### src/rtl/cursor_field_ctrl.sv
// Cursor/field-enable controller for a clock-setting UI: a group is latched on edit entry and a cursor walks its fields.
// Optional idle auto-exit is compiled in with `define CURSOR_TIMEOUT_EN.
module cursor_field_ctrl #(
   parameter int N_FIELDS      = 3,
   parameter int N_GROUPS      = 3,
   parameter int TIMEOUT_TICKS = 10
) (
   input  logic                         clk,
   input  logic                         reset,
   input  logic [N_GROUPS-1:0]          group_sel,
   input  logic                         edit_req,
   input  logic                         edit_exit,
   input  logic                         btn_left,
   input  logic                         btn_right,
   input  logic                         tick,
   output logic [((N_FIELDS > 1) ? $clog2(N_FIELDS) : 1)-1:0] dir_bin,
   output logic                         editing,
   output logic [N_GROUPS*N_FIELDS-1:0] en_field,
   output logic [N_GROUPS-1:0]          grp_lat
);

   localparam int CW = (N_FIELDS > 1) ? $clog2(N_FIELDS) : 1;
   localparam logic [CW-1:0] DIR_ONE = CW'(1);
   localparam logic [CW-1:0] DIR_MAX = CW'(N_FIELDS - 1);

   typedef enum logic [0:0] {
      IDLE = 1'b0,
      EDIT = 1'b1
   } state_t;

   state_t                state_q, state_d;
   logic [CW-1:0]         dir_q, dir_d;
   logic [N_GROUPS-1:0]   grp_q, grp_d;
   logic                  editing_q, editing_d;
   logic                  timeout_s;

`ifdef CURSOR_TIMEOUT_EN
   localparam int TW = (TIMEOUT_TICKS > 1) ? $clog2(TIMEOUT_TICKS + 1) : 1;
   localparam logic [TW-1:0] CNT_LAST = TW'(TIMEOUT_TICKS - 1);
   logic [TW-1:0]         cnt_q, cnt_d;
`else
   logic                  tick_unused;
   assign tick_unused = tick;
`endif

   function automatic logic is_one_hot(input logic [N_GROUPS-1:0] v);
      return (v != {N_GROUPS{1'b0}}) && ((v & (v - N_GROUPS'(1))) == {N_GROUPS{1'b0}});
   endfunction

   // Next-state logic: entry, exit (explicit or timeout) and cursor movement
   always_comb begin
      state_d   = state_q;
      dir_d     = dir_q;
      grp_d     = grp_q;
      timeout_s = 1'b0;
`ifdef CURSOR_TIMEOUT_EN
      cnt_d     = cnt_q;
`endif
      case (state_q)
         IDLE: begin
            if (edit_req && is_one_hot(group_sel)) begin
               state_d = EDIT;
               grp_d   = group_sel;
               dir_d   = {CW{1'b0}};
`ifdef CURSOR_TIMEOUT_EN
               cnt_d   = {TW{1'b0}};
`endif
            end else begin
               state_d = IDLE;
            end
         end
         EDIT: begin
`ifdef CURSOR_TIMEOUT_EN
            // A button in the same cycle as a tick wins: clear, never expire
            if (btn_left || btn_right) begin
               cnt_d = {TW{1'b0}};
            end else if (tick) begin
               if (cnt_q == CNT_LAST) begin
                  timeout_s = 1'b1;
               end else begin
                  cnt_d = cnt_q + TW'(1);
               end
            end else begin
               cnt_d = cnt_q;
            end
`endif
            if (edit_exit || timeout_s) begin
               state_d = IDLE;
               grp_d   = {N_GROUPS{1'b0}};
               dir_d   = {CW{1'b0}};
`ifdef CURSOR_TIMEOUT_EN
               cnt_d   = {TW{1'b0}};
`endif
            end else if (btn_right && !btn_left) begin
               dir_d = (dir_q == DIR_MAX) ? {CW{1'b0}} : dir_q + DIR_ONE;
            end else if (btn_left && !btn_right) begin
               dir_d = (dir_q == {CW{1'b0}}) ? DIR_MAX : dir_q - DIR_ONE;
            end else begin
               dir_d = dir_q;
            end
         end
         default: begin
            state_d = IDLE;
            grp_d   = {N_GROUPS{1'b0}};
            dir_d   = {CW{1'b0}};
         end
      endcase
      editing_d = (state_d == EDIT);
   end

   // State registers with synchronous active-low reset
   always_ff @(posedge clk) begin
      if (!reset) begin
         state_q   <= IDLE;
         dir_q     <= {CW{1'b0}};
         grp_q     <= {N_GROUPS{1'b0}};
         editing_q <= 1'b0;
`ifdef CURSOR_TIMEOUT_EN
         cnt_q     <= {TW{1'b0}};
`endif
      end else begin
         state_q   <= state_d;
         dir_q     <= dir_d;
         grp_q     <= grp_d;
         editing_q <= editing_d;
`ifdef CURSOR_TIMEOUT_EN
         cnt_q     <= cnt_d;
`endif
      end
   end

   // Field enable decode: only the cursor field of the latched group can be high
   always_comb begin
      en_field = {(N_GROUPS*N_FIELDS){1'b0}};
      for (int g = 0; g < N_GROUPS; g++) begin
         for (int f = 0; f < N_FIELDS; f++) begin
            if (dir_q == CW'(f)) begin
               en_field[g*N_FIELDS+f] = editing_q & grp_q[g];
            end else begin
               en_field[g*N_FIELDS+f] = 1'b0;
            end
         end
      end
   end

   assign dir_bin = dir_q;
   assign editing = editing_q;
   assign grp_lat = grp_q;

endmodule
### config.mk
export PLATFORM = sky130hd
export DESIGN_NAME = cursor_field_ctrl
export DESIGN_NICKNAME = d
export VERILOG_FILES = /design/src/rtl/cursor_field_ctrl.sv
export SDC_FILE = /design/constraint.sdc
export NUM_CORES = 1
export LEC_CHECK = 0
export CORE_AREA = 2 2 39 41
export DETAILED_ROUTE_END_ITERATION = 8
export DIE_AREA = 0 0 41 43
export GPL_ROUTABILITY_DRIVEN = 0
export PLACE_DENSITY = 0.86
export SLEW_MARGIN = 20
export SYNTH_ARGS = -nofsm -noshare
export SYNTH_HDL_FRONTEND = slang
export SYNTH_SLANG_ARGS = --single-unit
### constraint.sdc
create_clock -name clk -period 4 [get_ports clk]
set_clock_uncertainty 0.1 [all_clocks]
set_input_delay 0.4 -clock clk [delete_from_list [all_inputs] [get_ports clk]]
set_output_delay 0.4 -clock clk [all_outputs]
set_load 0.01 [all_outputs]
## Word-level counts from Yosys, hierarchy flattened

Index checks and enable logic that the tools add are counted.
W data, S select, Z words.

| storage, ports and cells | value |
|---|---|
| register bits after elaboration | 6 |
| bits of input ports | 10 |
| logic and storage cells | 49 |

| cells by class | value |
|---|---|
| $add $sub $neg | 3 |
| equality and inequality tests | 5 |
| muxes and demuxes | 22 |
| bitwise gates (word level) | 5 |
| reductions and logical operators | 11 |

Operator list:

| cell | number |
|---|---|
| $mux W2 | 6 |
| $mux W1 | 11 |
| $mux W3 | 2 |
| $pmux W3 S2 | 1 |
| $logic_and A1 B1 Y1 | 4 |
| $ne A2 B2 Y1 const B | 2 |
| $ne A4 B2 Y1 const B | 1 |
| $pmux W2 S2 | 1 |
| $reduce_and A2 Y1 | 2 |
| $and A1 B1 Y1 | 3 |
| $and A3 B3 Y3 | 1 |
| $logic_not A3 Y1 | 1 |
| $reduce_bool A3 Y1 | 1 |
| $sub A3 B1 Y3 const B | 1 |
| $add A2 B1 Y2 const B | 1 |
| $eq A2 B1 Y1 const B | 1 |
| $eq A2 B2 Y1 const B | 1 |
| $logic_not A1 Y1 | 2 |
| $logic_not A2 Y1 | 1 |
| $pmux W1 S2 | 1 |
| $sub A2 B1 Y2 const B | 1 |
| $not A1 Y1 | 1 |

## Logic depth before layout (Yosys ltp)

Gate-level depths: netlist (run 1).

| depth | value |
|---|---|
| depth after elaboration | 7 |
| depth in mapped cells | 5 |

## Least setup slack after synthesis (run 1)

No wires, ideal clock.

| path | value |
|---|---|
| kind | input to register |
| start | input btn_left |
| end | register dir_q[1] (netlist: dir_bin[1]) |
| library setup time | 0.091 ns |
| data arrival time | 1.296 ns |
| required time | 3.809 ns |
| setup slack | 2.514 ns |
| cell stages on the path | 5 |
| buffers on the path | 0 |
| cells stage by stage | inv_1 -> ha_1 -> nor3b_2 -> nand3_1 -> a311oi_1 |

| on the way | value |
|---|---|
| cells in the longest elaborated chain, start to end | 5 |
| elaborated cells on any way between the ends | 8 |
| classes of those cells | 1 x eq/ne; 3 x mux; 4 x reduce/logical |

RTL lines:

| what | RTL line | source |
|---|---|---|
| start: declaration | 13 | `input logic btn_left,` |
| $logic_not A1 Y1 | 94 | `end else if (btn_right && !btn_left) begin` |
| $logic_and A1 B1 Y1 | 94 |  |
| $mux W2 | 94 |  |
| $mux W2 | 87 | `if (edit_exit \|\| timeout_s) begin` |
| $pmux W2 S2 | 59 | `case (state_q)` |
| end signal: assignment | 115 | `dir_q <= {CW{1'b0}};` |
| end signal: assignment | 123 | `dir_q <= dir_d;` |
| end: declaration | 32 | `logic [CW-1:0] dir_q, dir_d;` |

Parallel ways exist; a longest one is shown, timed or not.
A chain may end at the register's enable or synchronous reset.

## Final worst setup path (run 1)

| path | value |
|---|---|
| start | register dir_q[0] (netlist: dir_bin[0]) |
| end | output en_field[5] |

| on the way | value |
|---|---|
| cells in the longest elaborated chain, start to end | 2 |

RTL lines:

| what | RTL line | source |
|---|---|---|
| $eq A2 B2 Y1 | 137 | `if (dir_q == CW'(f)) begin` |
| $mux W1 | 137 |  |
| end: declaration | 18 | `output logic [N_GROUPS*N_FIELDS-1:0] en_field,` |

No other way between the ends.

==> key figures, run 1 <==
Status
  • Outcome: complete, no violations

Pwr
  • Peak supply drop: 148 uV
  • Power density over the cells: roughly 200 nW/um^2
  • Leakage dissipation: 0.315 nW

Worst setup path
  • Worst-path cell with the longest stage delay: sky130_fd_sc_hd__clkdlybuf4s50_1
  • Kind of cell adding the most delay to the critical path: buffers and inverters
  • Nature of the critical path endpoint: primary output
  • Category of the critical setup timing path: flip-flop to primary output
  • Longest individual stage delay on the worst path: 0.47 ns
  • Critical path buffers and inverters: 2
  • Launching element type of the critical path: flip-flop
  • Endpoint required time on the critical path: 3.50 ns
  • CP Max Fanout: 5
  • Total number of cells along the worst setup path: 4
  • Cell-by-cell trace of the critical path: inv_1 > ha_1 > and3_1 > clkdlybuf4s50_1
  • Number of cells on the worst reg-to-reg path: 3
  • WP data arrival: 1.66 ns

CTS
  • H-tree lvl count: 1
  • Buffers inserted by post-CTS timing repair: 0
  • Post-CTS Hold Fix Bufs: 0
  • Skew-Pair Late Insertion Delay: 0.24 ns
  • CTS clock-pin slew for the worst setup and hold paths: 0.05 ns
  • Clock buffers created by TritonCTS: 3
  • Buffer depth of the longest clock path: 2
  • Clock root buffer: sky130_fd_sc_hd__clkbuf_4
  • CTS-repair resized insts: 0
  • TritonCTS sink count: 6
  • Clock tree from TritonCTS: yes

Routing
  • Overall via count from detail_route: 529
  • Post-route antenna net violation count: 0
  • Number of vias per cell after detailed routing: 5.45
  • DRT Pass-1 Iters: 4
  • Routed len/inst: 12.2 um
  • Starting DRT DRC Count: 14
  • DRC violation count after routing: 0
  • Overall routed net length: approximately 1.2 mm

Logic synthesis
  • Post-synthesis instance area: 504 um^2
  • Synth Warn #: 0
  • Post-Synthesis Mean Instance Area: roughly 9.0 um^2
  • Number of storage elements in the synthesis netlist: 6
  • Post-synth top area cell: sky130_fd_sc_hd__dfxtp_1
  • Dominant cells by area after synthesis: sky130_fd_sc_hd__dfxtp_1 24%, sky130_fd_sc_hd__ha_1 17%, sky130_fd_sc_hd__and3_1 11%, sky130_fd_sc_hd__a32o_1 6.0%, sky130_fd_sc_hd__inv_1 4.5%
  • Fraction of synthesized cell area taken by the top area cell type: 23.8%
  • Post-synthesis cell type count: 24
  • Synthesized netlist net count: 73
  • Gate count after technology mapping: 56
  • Post-synthesis sequential area ratio: 23.8%

Cells and area
  • Number of inserted diodes: 0
  • Count of nets after finishing: 100
  • Commonest non-fill, non-tap cell in the layout: sky130_fd_sc_hd__clkdlybuf4s50_1
  • Most frequent cells in the layout: 23 x sky130_fd_sc_hd__clkdlybuf4s50_1, 9 x sky130_fd_sc_hd__and3_1, 7 x sky130_fd_sc_hd__ha_1
  • Area added between synthesis and finish: 53.3%
  • Fraction of final layout cells with drive strength greater than 1: 7.41%

Floorplan
  • Die Span X: 41 um
  • Std-Cell Rows: 14
  • Boundary pin count: 25
  • Die H: 43 um
  • Placeable core region: 1380 um^2
  • Die Footprint: 1760 um^2
  • Initial core utilization: about 36%

Placement
  • Sum of net half-perimeters after detailed placement: ~940 um
  • Number of I/O port buffers: 23
  • Setup slack after placement: between 1.5 and 2 ns

GRT
  • Overflow after GRT: 0
  • Number of global-route vias before repair: 442
  • First-pass GRT wire length: 1.92 mm
  • Initial antenna violation count: 0
  • Largest net degree at the start of global routing: 19
  • Overall track demand over capacity in global routing: about 16%

Min path
  • Class of the tightest hold or removal check: flip-flop to flip-flop
  • Cell count of the worst hold path: 1

Flow run
  • Number of max-cap violations: 0

STA
  • Pins Over Slew Limit: 0
  • RSZ-0062 raised after global routing: false
  • Worst slew margin relative to its limit: 69.2%
  • Finish-stage setup viols: 0
  • Min cycle time layout: 2.16 ns
  • Final Cycle Share: a little over half
  • Fin Hold WS: 0.475 ns
  • Smallest setup slack after layout: 1.84 ns
  • Setup Total Neg Slack: 0 ns
  • Highest clock rate: 0.463 GHz
  • Slew at the pin with the worst max-slew slack: 0.461 ns
  • Final hold viol count: 0
area by class of cell:
| cell class | count | area (um^2) |
|---|---|---|
| clock buffers | 3 | 22.5 |
| fillers | 128 | 611 |
| inverters | 6 | 22.5 |
| multi-input cells | 43 | 358 |
| flip-flops and latches | 6 | 120 |
| well taps | 16 | 20.0 |
| repair buffers | 23 | 230 |
worst paths after layout:
check / to / slack [ns] / from
min reg2reg: grp_lat[1] / 0.47 / grp_lat[1]
max reg2reg: dir_bin[1] / 2.49 / editing
min: grp_lat[1] / 0.47 / grp_lat[1]
max: en_field[5] / 1.84 / dir_bin[0]
through the flow:
stage	power (mW)	util (%)	cell area, um^2	cells
floorplan	0.0821	-	504	56
global placement	0.0983	54.2	751	94
detailed placement	0.0996	54.2	751	94
CTS	0.156	55.9	773	97
global route	0.167	55.9	773	97
finish	0.155	55.9	773	97
worst reg2reg max path: cells and delay by family, from the launching register on:
| kind | cells | cell delay [ns] |
|---|---|---|
| DFF | 1 | 0.60 |
| AOI/OAI and AO/OA | 2 | 0.38 |
| and+or+nand+nor | 1 | 0.34 |
routing by layer:
metal,vias up,wire [um],GRT usage (%)
met2,22,611,26.9
li1,260,-,-
met3,0,72,4.71
met5,-,0,0
met1,247,497,17.5
met4,0,0,6.00
kinds of logic after synthesis:
family	share of synthesized area [%]
adder cells (fa/ha/maj)	17.4
AND/OR/NAND/NOR	31.0
multiplexers	2.23
XOR/XNOR	1.74
flip-flops	23.8
AO/OA/AOI/OAI	18.6
buffers and inverters	5.21
power breakdown:
group	internal (mW)	switching (mW)	total [mW]
Clock	0.0340	0.0224	0.0564
Combinational	0.0188	0.0142	0.0330
Sequential	0.0619	0.00385	0.0657
synth_stat cells (all sizes together):
cell and instances:
nand3 1, dfxtp 6, nand2 1, a32o 3
xor2 1, nand3b 1, a21oi 3, a31oi 1
ha 7, mux2 1, nor3b 3, nor2b 2
nand2b 3, a311oi 2, a32oi 1, and2 1
inv 6, nor4bb 1, clkbuf 1, and3b 1
and3 9, a311o 1
registers in the layout (all words and copies together), names as in the netlist:
register  flops
editing       1
grp_lat       3
dir_bin       2
(Power assumes the default switching activity.)
==> inputs of run 2 (changes only) <==
Settings changed: CORE_AREA 2 2 39 41 to not set, CORE_MARGIN set to 1.5, CORE_UTILIZATION set to 38, DIE_AREA 0 0 41 43 to not set.
Clock period 4 ns to 2.19 ns, I/O delays scaled along.
==> key figures, run 2 (synthesis results as in run 1) <==
Floorplan
  • Boundary pin count: 25
  • Die H: slightly below 40 um
  • Placeable core region: 1170 um^2
  • Std-Cell Rows: 12
  • Die Footprint: 1550 um^2
  • Die Span X: 39.4 um
  • Initial core utilization: 43.1%

Worst setup path
  • Number of cells on the worst reg-to-reg path: 3
  • Endpoint of the worst-slack reg-to-reg timing path: dir_bin[1]
  • Category of the critical setup timing path: flip-flop to primary output
  • Reg2Reg Launch Point: editing
  • WP data arrival: 1.65 ns
  • CP Max Fanout: 5
  • Longest individual stage delay on the worst path: approximately 0.48 ns
  • Critical path buffers and inverters: 2
  • Flop2flop setup slack: between 0.6 and 0.7 ns
  • Worst-path cell with the longest stage delay: sky130_fd_sc_hd__clkdlybuf4s50_1
  • Cell-by-cell trace of the critical path: inv_1 > ha_1 > and3_1 > clkdlybuf4s50_1
  • Endpoint required time on the critical path: 1.87 ns
  • Launching element type of the critical path: flip-flop
  • Nature of the critical path endpoint: primary output
  • Kind of cell adding the most delay to the critical path: buffers and inverters

STA
  • Setup Total Neg Slack: 0 ns
  • Final Cycle Share: 90.1%
  • Smallest setup slack after layout: 0.216 ns
  • RSZ-0062 raised after global routing: false
  • Highest clock rate: 0.507 GHz
  • Worst slew margin relative to its limit: between 60% and 70%
  • Final hold viol count: 0
  • Slew at the pin with the worst max-slew slack: 0.460 ns
  • Pins Over Slew Limit: 0
  • Finish-stage setup viols: 0
  • Min cycle time layout: 1.97 ns

CTS
  • CTS-repair resized insts: 0
  • Buffer depth of the longest clock path: 2
  • Clock buffers created by TritonCTS: 3
  • Buffers inserted by post-CTS timing repair: 0
  • Clock tree from TritonCTS: yes
  • CTS clock-pin slew for the worst setup and hold paths: 0.05 ns
  • H-tree lvl count: 1
  • Skew-Pair Late Insertion Delay: 0.24 ns
  • TritonCTS sink count: 6
  • Clock root buffer: sky130_fd_sc_hd__clkbuf_4
  • Post-CTS Hold Fix Bufs: 0

Pwr
  • Internal power contribution: between 200 and 250 uW
  • Part of the total power dissipated in sequential elements: 42.8%
  • Sw power: 71.2 uW
  • Leakage dissipation: ~0.31 nW
  • Clock network fraction of design power: 36.0%
  • Peak supply drop: approximately 230 uV
  • Power density over the cells: 364 nW/um^2
  • Share of power burned in combinational logic: a little over a fifth
  • Net switching fraction of the power: 25.4%

GRT
  • Overflow after GRT: 0
  • Overall track demand over capacity in global routing: between 15 and 20%
  • Initial antenna violation count: 0
  • Largest net degree at the start of global routing: 19
  • Number of global-route vias before repair: around 430
  • First-pass GRT wire length: 1.80 mm

Routing
  • Number of vias per cell after detailed routing: 5.41
  • DRC violation count after routing: 0
  • DRT Pass-1 Iters: 4
  • Routed len/inst: 11.9 um
  • Overall routed net length: 1.13 mm
  • Post-route antenna net violation count: 0
  • Overall via count from detail_route: about 510
  • Starting DRT DRC Count: 10

Min path
  • Class of the tightest hold or removal check: flip-flop to flip-flop
  • Cell count of the worst hold path: 1
  • Hold Path End: grp_lat[0]
  • Min-delay src: grp_lat[0]

Cells and area
  • Number of inserted diodes: 0
  • Commonest non-fill, non-tap cell in the layout: sky130_fd_sc_hd__clkdlybuf4s50_1
  • Fraction of final layout cells with drive strength greater than 1: 7.41%
  • Fill cell instance count of the final layout: approximately 110
  • Count of nets after finishing: 100
  • Most frequent cells in the layout: 23 x sky130_fd_sc_hd__clkdlybuf4s50_1, 9 x sky130_fd_sc_hd__and3_1, 7 x sky130_fd_sc_hd__ha_1
  • Area added between synthesis and finish: 52.9%
  • Number of flip-flops in the largest register: 3

Placement
  • Sum of net half-perimeters after detailed placement: 919 um
  • Number of I/O port buffers: 23
  • Setup slack after placement: 0.301 ns

Flow run
  • Number of max-cap violations: 0

Status
  • Outcome: complete, no violations
run 2: cell counts in the layout (fill, tap and decap cells not counted):
No cell type changed its count.
run 2: how the worst max path moves through the flow:
stage | from | end | slack, ns | depth (start not counted)
after global routing | dir_bin[0] | en_field[6] | 0.09 | 4
after CTS | dir_bin[0] | en_field[6] | 0.19 | 4
after global placement | btn_left | dir_bin[1] | 0.37 | 6
after floorplan | dir_bin[0] | dir_bin[0] | 0.77 | 5
final | dir_bin[0] | en_field[6] | 0.22 | 4
after detailed placement | btn_left | dir_bin[1] | 0.30 | 6
run 2: layout make-up:
cell class                      count  area [um^2]  share of cell area, %
Inverter                            6         22.5                   2.92
Clock buffer                        3         22.5                   2.92
Sequential cell                     6          120                   15.6
Tap cell                           14         17.5                   2.27
Multi-Input combinational cell     43          358                   46.4
Timing Repair Buffer               23          230                   29.9
run 2: stage by stage:
step	hold slack, ns	utilization (%)	area, um^2	total power [mW]	instances
floorplan	0.301	-	504	0.150	56
CTS	0.471	65.8	771	0.284	95
finish	0.478	65.8	771	0.280	95
detailed placement	0.461	63.9	748	0.181	92
global route	0.517	65.8	771	0.300	95
global placement	0.452	63.9	748	0.180	92
run 2: layer usage:
metal	vias to the layer above	GRT usage (%)	wire [um]
li1	263	-	-
met1	233	18.6	510
met2	18	30.3	543
met3	0	6.82	73
met4	0	10.3	0
met5	-	0	0
run 2: power by group through the flow:
stage / Sequential [mW] / Combinational [mW] / Clock, mW
6_report: 0.120 / 0.0595 / 0.101
5_1_grt: 0.120 / 0.0649 / 0.114
4_1_cts: 0.120 / 0.0595 / 0.105
3_5_place_dp: 0.122 / 0.0592 / 0
3_3_place_gp: 0.121 / 0.0581 / 0
2_1_floorplan: 0.120 / 0.0295 / 0
